**src/rtl/divider_param.sv**
```systemverilog
// Sequential non-restoring integer divider, one quotient bit per clock.
// Signed (truncating) or unsigned per operation, with start/busy/done handshake and error flags.
module divider_param #(
    parameter int WIDTH = 32
) (
    input  logic             clock,
    input  logic             reset_n,
    input  logic             start,
    input  logic             signed_op,
    input  logic [WIDTH-1:0] dividend,
    input  logic [WIDTH-1:0] divisor,
    output logic             busy,
    output logic             done,
    output logic [WIDTH-1:0] quotient,
    output logic [WIDTH-1:0] remainder,
    output logic             div_by_zero,
    output logic             overflow
);

    localparam int CW = $clog2(WIDTH);
    localparam logic [CW-1:0]    LAST_ITER = CW'(WIDTH - 1);
    localparam logic [WIDTH-1:0] MIN_VAL   = {1'b1, {(WIDTH-1){1'b0}}};
    localparam logic [WIDTH-1:0] ALL_ONES  = {WIDTH{1'b1}};
    localparam logic [WIDTH-1:0] ZERO_W    = {WIDTH{1'b0}};

    typedef enum logic [1:0] {
        IDLE    = 2'd0,
        RUN     = 2'd1,
        CORRECT = 2'd2
    } state_t;

    state_t           state_r;
    state_t           state_nxt_s;
    logic [CW-1:0]    count_r;
    logic [WIDTH:0]   acc_r;       // signed partial remainder
    logic [WIDTH-1:0] quo_r;       // quotient bits; holds raw dividend on the divide-by-zero path
    logic [WIDTH:0]   dsr_r;       // divisor magnitude
    logic             q_neg_r;
    logic             r_neg_r;
    logic             dbz_r;
    logic             ovf_r;

    logic             busy_r;
    logic             done_r;
    logic [WIDTH-1:0] quotient_r;
    logic [WIDTH-1:0] remainder_r;
    logic             dbz_flag_r;
    logic             ovf_flag_r;

    logic             sign_a_s;
    logic             sign_b_s;
    logic [WIDTH-1:0] mag_a_s;
    logic [WIDTH-1:0] mag_b_s;
    logic [WIDTH:0]   shifted_s;
    logic [WIDTH:0]   acc_step_s;
    logic [WIDTH-1:0] acc_fix_s;

    // Operand magnitudes at capture; -MIN wraps to MIN, which read unsigned is exactly 2^(WIDTH-1)
    always_comb begin
        sign_a_s = signed_op & dividend[WIDTH-1];
        sign_b_s = signed_op & divisor[WIDTH-1];
        if (sign_a_s) begin
            mag_a_s = ZERO_W - dividend;
        end else begin
            mag_a_s = dividend;
        end
        if (sign_b_s) begin
            mag_b_s = ZERO_W - divisor;
        end else begin
            mag_b_s = divisor;
        end
    end

    // One non-restoring step and the final remainder fix-up; wrap of the shifted value is harmless modulo 2^(WIDTH+1)
    always_comb begin
        shifted_s = {acc_r[WIDTH-1:0], quo_r[WIDTH-1]};
        if (acc_r[WIDTH]) begin
            acc_step_s = shifted_s + dsr_r;
            acc_fix_s  = acc_r[WIDTH-1:0] + dsr_r[WIDTH-1:0];
        end else begin
            acc_step_s = shifted_s - dsr_r;
            acc_fix_s  = acc_r[WIDTH-1:0];
        end
    end

    // State register
    always_ff @(posedge clock or negedge reset_n) begin
        if (!reset_n) begin
            state_r <= IDLE;
        end else begin
            state_r <= state_nxt_s;
        end
    end

    // Next-state logic
    always_comb begin
        state_nxt_s = state_r;
        case (state_r)
            IDLE: begin
                if (start) begin
                    state_nxt_s = (divisor == ZERO_W) ? CORRECT : RUN;
                end else begin
                    state_nxt_s = IDLE;
                end
            end
            RUN: begin
                if (count_r == LAST_ITER) begin
                    state_nxt_s = CORRECT;
                end else begin
                    state_nxt_s = RUN;
                end
            end
            CORRECT: state_nxt_s = IDLE;
            default: state_nxt_s = IDLE;
        endcase
    end

    // Datapath, handshake and result registers
    always_ff @(posedge clock or negedge reset_n) begin
        if (!reset_n) begin
            count_r     <= {CW{1'b0}};
            acc_r       <= {(WIDTH+1){1'b0}};
            quo_r       <= ZERO_W;
            dsr_r       <= {(WIDTH+1){1'b0}};
            q_neg_r     <= 1'b0;
            r_neg_r     <= 1'b0;
            dbz_r       <= 1'b0;
            ovf_r       <= 1'b0;
            busy_r      <= 1'b0;
            done_r      <= 1'b0;
            quotient_r  <= ZERO_W;
            remainder_r <= ZERO_W;
            dbz_flag_r  <= 1'b0;
            ovf_flag_r  <= 1'b0;
        end else begin
            done_r <= 1'b0;
            case (state_r)
                IDLE: begin
                    if (start) begin
                        busy_r  <= 1'b1;
                        count_r <= {CW{1'b0}};
                        acc_r   <= {(WIDTH+1){1'b0}};
                        dsr_r   <= {1'b0, mag_b_s};
                        q_neg_r <= sign_a_s ^ sign_b_s;
                        r_neg_r <= sign_a_s;
                        dbz_r   <= (divisor == ZERO_W);
                        ovf_r   <= signed_op & (dividend == MIN_VAL) & (divisor == ALL_ONES);
                        quo_r   <= (divisor == ZERO_W) ? dividend : mag_a_s;
                    end
                end
                RUN: begin
                    acc_r   <= acc_step_s;
                    quo_r   <= {quo_r[WIDTH-2:0], ~acc_step_s[WIDTH]};
                    count_r <= count_r + CW'(1);
                end
                CORRECT: begin
                    busy_r  <= 1'b0;
                    done_r  <= 1'b1;
                    count_r <= {CW{1'b0}};
                    if (dbz_r) begin
                        quotient_r  <= ALL_ONES;
                        remainder_r <= quo_r;
                        dbz_flag_r  <= 1'b1;
                        ovf_flag_r  <= 1'b0;
                    end else if (ovf_r) begin
                        quotient_r  <= MIN_VAL;
                        remainder_r <= ZERO_W;
                        dbz_flag_r  <= 1'b0;
                        ovf_flag_r  <= 1'b1;
                    end else begin
                        quotient_r  <= q_neg_r ? (ZERO_W - quo_r) : quo_r;
                        remainder_r <= r_neg_r ? (ZERO_W - acc_fix_s) : acc_fix_s;
                        dbz_flag_r  <= 1'b0;
                        ovf_flag_r  <= 1'b0;
                    end
                end
                default: begin
                    busy_r <= 1'b0;
                end
            endcase
        end
    end

    assign busy        = busy_r;
    assign done        = done_r;
    assign quotient    = quotient_r;
    assign remainder   = remainder_r;
    assign div_by_zero = dbz_flag_r;
    assign overflow    = ovf_flag_r;

endmodule

```
**config.mk**
```make
export PLATFORM = sky130hd
export DESIGN_NAME = divider_param
export DESIGN_NICKNAME = d
export VERILOG_FILES = /design/src/rtl/divider_param.sv
export SDC_FILE = /design/constraint.sdc
export NUM_CORES = 1
export LEC_CHECK = 0
export BUFFER_PORTS_ARGS = -buffer_cell sky130_fd_sc_hd__buf_2
export CAP_MARGIN = 15
export CORE_ASPECT_RATIO = 0.5
export CORE_UTILIZATION = 55
export DETAILED_ROUTE_END_ITERATION = 8
export GPL_TIMING_DRIVEN = 0
export PLACE_DENSITY = 0.84
export SLEW_MARGIN = 20
export SYNTH_ARGS = -nofsm -noshare
export SYNTH_HDL_FRONTEND = slang
export SYNTH_SLANG_ARGS = --single-unit
```
**constraint.sdc**
```tcl
create_clock -name clock -period 15.3 [get_ports clock]
set_clock_uncertainty 0.15 [all_clocks]
set_input_delay 3.06 -clock clock [delete_from_list [all_inputs] [get_ports clock]]
set_output_delay 3.06 -clock clock [all_outputs]
set_load 0.05 [all_outputs]
```
# Yosys cells after proc, flatten, opt, wreduce, memory -nomap -nowiden

Index checks and enable logic that the tools add are counted.
Widths: inputs -> output; s select.

Bits in registers: 176
Bits of input ports: 68
Output and inout bits: 68
Logic and storage cells: 71

Bitwise gates (word level): 7
Add/sub/neg operators: 8
Equal/unequal tests: 6
Reductions and logical operators: 8
Mux-type cells: 27

Operator list:

| cell                  | count |
|---|---|
| $mux 32               | 11 |
| $sub 1x32->32 const A | 4 |
| $mux 33               | 2 |
| $pmux 33 s2           | 1 |
| $eq 32x32->1 const B  | 2 |
| $pmux 32 s2           | 1 |
| $add 33x32->33        | 1 |
| $sub 33x32->33        | 1 |
| $add 32x32->32        | 1 |
| $logic_not 32->1      | 1 |
| $pmux 5 s3            | 1 |
| $reduce_and 2->1      | 4 |
| $mux 2                | 3 |
| $add 5x1->5 const B   | 1 |
| $eq 5x5->1 const B    | 1 |
| $mux 1                | 5 |
| $mux 5                | 1 |
| $and 1x1->1           | 4 |
| $pmux 2 s2            | 1 |
| $reduce_bool 3->1     | 1 |
| $eq 2x1->1 const B    | 1 |
| $eq 2x2->1 const B    | 1 |
| $logic_not 2->1       | 1 |
| $ne 2x2->1 const B    | 1 |
| 4 further kinds       | 5 |

# Logic depth before layout (Yosys ltp)

Word-level depth: 6
Gate-level depth with buffers: 23
Depth with buffers taken out: 20

# Worst setup path before layout

OpenSTA, ideal clock, no wires.

Kind: input port to flip-flop
From: input dividend[8]
To: register quo_r[30]
Setup time: 121 ps
Cell stages on the path: 9
Data required time: 15029 ps
Slack: 9409 ps
Path buffers: 0
Arrival time: 5619 ps
Cell sequence: or4_1 or3_1 or4_1 or2_2 nor4_1 a21oi_1 xnor2_1 a21oi_1 o22a_1

Longest elaborated chain between the ends: 5

RTL lines:

| what                   | RTL line | text |
|---|---|---|
| start: declaration     | 10       | `input logic [WIDTH-1:0] dividend,` |
| $sub 1x32->32          | 63       | `mag_a_s = ZERO_W - dividend;` |
| $mux 32                | 62       | `if (sign_a_s) begin` |
| $mux 32                | 148      | `quo_r <= (divisor == ZERO_W) ? dividend : mag_a_s;` |
| $mux 32                | 139      | `if (start) begin` |
| $pmux 32 s2            | 137      | `case (state_r)` |
| end signal: assignment | 148      |  |
| end signal: assignment | 153      | `quo_r <= {quo_r[WIDTH-2:0], ~acc_step_s[WIDTH]};` |
| end: declaration       | 36       | `logic [WIDTH-1:0] quo_r;` |

Every way passes these cells. The select of a mux whose other input is x is not followed.
A chain may end at the register's enable or synchronous reset.

# Final worst setup path

From: register acc_r[32]
To: register acc_r[32]

Longest elaborated chain between the ends: 2

RTL lines:

| what                     | RTL line | text |
|---|---|---|
| start: declaration       | 35       | `logic [WIDTH:0] acc_r;` |
| start signal: assignment | 122      | `acc_r <= {(WIDTH+1){1'b0}};` |
| start signal: assignment | 142      | `acc_r <= {(WIDTH+1){1'b0}};` |
| start signal: assignment | 152      | `acc_r <= acc_step_s;` |
| $mux 33                  | 77       | `if (acc_r[WIDTH]) begin` |
| $pmux 33 s2              | 137      |  |

Every way passes these cells.

==> impl_metrics.json <==
{
  "holdPathStages": 2,
  "dieArea_sq_um": 26600,
  "ys.flop_type": "dfrtp_1",
  "cts_buffers": 17,
  "postCtsResizedCells": 0,
  "power_per_cell_area_nw_per_um2": 280,
  "hold_viol": 0,
  "grt_use_met2_pct": 52.9,
  "synth_warnings": 0,
  "fin_crit_sh_pct": 52.9,
  "clk_pin_slew_ps": 70,
  "synth_area_sq_um": 14200,
  "grtUsageMet3_pct": 8.66,
  "rows": 41,
  "vdd_ir_drop_max_uv": 127,
  "nFillCells": 2167,
  "regArea_sq_um": 4400,
  "busiest_layer": "met2",
  "route.vias.total": 14600,
  "area_growth_pct": 12.3,
  "drv_slew": 0,
  "ys_ff_latch": 176,
  "fmax_mhz": 124,
  "synth_compound_area_share_pct": 25.1,
  "cts_hold_buf": 0,
  "post-route-drc-count": 0,
  "clk_root_buffer_cell": "clkbuf_16",
  "worstPathRequired_ps": 15540,
  "portBuffers": 135,
  "synth_cells": 1815,
  "synth_xor_area_share_pct": 11.7,
  "leakagePower_nw": 7.00,
  "hold_slack_ps": 325,
  "min_period_ps": 8090,
  "drv_cap": 0,
  "cts.sink_count": 176,
  "tritoncts": "done",
  "cp_data_arrival_time_ps": 8330,
  "vias_per_cell": 6.26,
  "synth_edf_count": 0,
  "yosys.cell_types.count": 74,
  "synth_top_family_by_area": "compound AO/OA/AOI/OAI gates",
  "grt_pass1_vias": 13400,
  "routed_wl_mm": 46.1,
  "syn_area_per_cell_sq_um": 7.85,
  "drive_gt1_share_pct": 10.2,
  "grt_first_pass_wirelength_mm": 71.7,
  "clk_latency_ps": 460,
  "setup_tns_ps": 0,
  "grt_start_max_net_pins": 99,
  "async_reset_ff_share_pct": 100,
  "initial_utilization_pct": 56.3,
  "htree_levels": 4,
  "ios": 136,
  "critPathMaxFanout": 10,
  "nets": 2112,
  "met1_usage_pct": 48.0,
  "relSlewSlack_pct": 34.2,
  "rsz0062_at_grt": "no",
  "dr.pass1.iters": 6,
  "post_drt_wl_per_cell_microns": 19.8,
  "cts_setup_buffers": 0,
  "die_w_microns": 230,
  "setup_viol": 0,
  "grt_antenna_before_repair": 1,
  "design.core.area_sq_um": 25300,
  "first_iter_violations": 1810,
  "status": "complete, no violations",
  "gp_congestion": 0.963,
  "overflow": 0,
  "grt.total_usage_pct": 34.8,
  "crit_path_end_kind": "register",
  "worst-setup-path-type": "reg2reg",
  "die_h_microns": 116,
  "dp_hpwl_mm": 35.4,
  "min_path_type": "reg2reg",
  "ys_seq_area_share_pct": 30.9,
  "multi_input_comb_area_sq_um": 9330,
  "start_kind": "register",
  "synth_mux_area_share_pct": 0.887,
  "drt.antenna.violating_nets": 0,
  "synthSimpleGateAreaFrac_pct": 21.2,
  "clockBufferDepth": 2,
  "syn_nets": 1956,
  "synthAdderAreaFrac_pct": 6.52,
  "worstMarginPinSlew_ps": 980,
  "rr_worst_depth": 23
}
## cell type report
cell class                 count  area share (%)
inverter                      48            1.13
timing repair buffer         137            4.49
antenna                        1          0.0156
tap                          344            2.69
sequential                   176            27.5
buffer                        90            2.11
clock inverter                13           0.891
multi-input combinational   1501            58.3
clock buffer                  19            2.83
## final timing paths
| kind | startpoint | to | slack, ps |
|---|---|---|---|
| setup / recovery | acc_r[32] | acc_r[32] | 7210 |
| hold / removal | quotient[11] | quotient[11] | 320 |
| setup reg to reg | acc_r[32] | acc_r[32] | 7210 |
| hold reg to reg | quotient[11] | quotient[11] | 320 |
| max in group asynchronous | reset_n | dsr_r[3] | 11650 |
| min in group asynchronous | reset_n | quotient[24] | 2420 |
## logic make-up after synthesis
logic type,after synthesis
AOI/OAI and AO/OA,578
DFF,176
muxes,12
xor gates and xnor gates,191
and+or+nand+nor,647
adders and majority gates,73
buffers and inverters,138
## cells in the mapped netlist (13+ instances only)
library cell	count	area [sq um]
a21o_1	28	210
a21oi_1	160	801
clkbuf_1	85	319
dfrtp_1	176	4400
ha_1	71	888
inv_1	46	173
nand2_1	240	901
nand2b_1	19	119
nand3_1	28	140
nand4_1	18	113
nor2_1	166	623
nor2b_1	37	231
nor3_1	49	245
o211ai_1	13	97.6
o21ai_0	186	931
o21bai_1	14	105
o22a_1	21	184
o22ai_1	24	150
o31ai_1	28	210
o41ai_1	14	123
or3_1	17	106
or4_1	15	113
xnor2_1	75	657
xor2_1	116	1020
## report_power, final
part	switching [mW]	internal [mW]
combinational	1.85	1.22
sequential	0.299	0.649
clock	0.219	0.240
total	2.36	2.11
## state kept, by name (all words and copies together), names as in the netlist, 2 cells and up
name and flops:
quo_r 32, count_r 5, acc_r 33, quotient 32, remainder 32, dsr_r 32, state_r 2
## per-layer routing
layer	routed length (microns)	part of all wire [%]
met5	0	0
met1	19700	43
met4	1390	3.0
met2	19700	43
met3	5430	12
## through the flow
stage / area (sq um) / power, mW / std cells / util, % / setup WS, ps
6_report: 16000 / 4.47 / 2329 / 63.3 / 7210
5_1_grt: 16000 / 4.81 / 2329 / 63.3 / 6690
4_1_cts: 16000 / 4.38 / 2328 / 63.3 / 7400
3_5_place_dp: 15400 / 3.90 / 2296 / 60.9 / 7450
3_3_place_gp: 15400 / 3.83 / 2294 / 60.7 / 7520
2_1_floorplan: 14200 / 3.15 / 1815 / - / 9410
## cells in the final DEF (no fill, tap or decap), types with 9 or more instances in the layout
cell type and instances:
nand4_1 18, xnor2_1 75, o21bai_1 14, or3_1 17, xor2_1 116, ha_1 71
o211ai_1 13, buf_2 135, o21ai_0 186, o41ai_1 14, nor2_1 166, or4_1 15
o31ai_1 28, a21o_1 28, dfrtp_1 176, or2_2 9, a31oi_1 10, and3_1 11
clkbuf_16 17, nand2_1 240, a221oi_1 12, clkbuf_1 85, nor3_1 49, nand3_1 28
nand2b_1 19, nor4_1 11, o21a_1 11, inv_1 46, nor2b_1 37, a21oi_1 160
o22ai_1 24, o22a_1 21
## critical path: stages (launching register included)
cell	delay [ps]
dfrtp_1	430
clkbuf_1	400
clkbuf_1	470
clkbuf_1	420
buf_1	450
buf_1	400
buf_1	690
clkbuf_1	420
clkbuf_1	540
nor2_1	140
xor2_1	170
ha_1	320
nor2b_1	140
o21ai_0	200
a21boi_0	200
o2111ai_1	220
and3_1	300
o21a_1	140
o21ai_0	220
a21o_1	270
a41oi_1	300
a21oi_1	140
xnor2_1	650
a22o_1	240
Power figures use the tool's default switching activity.
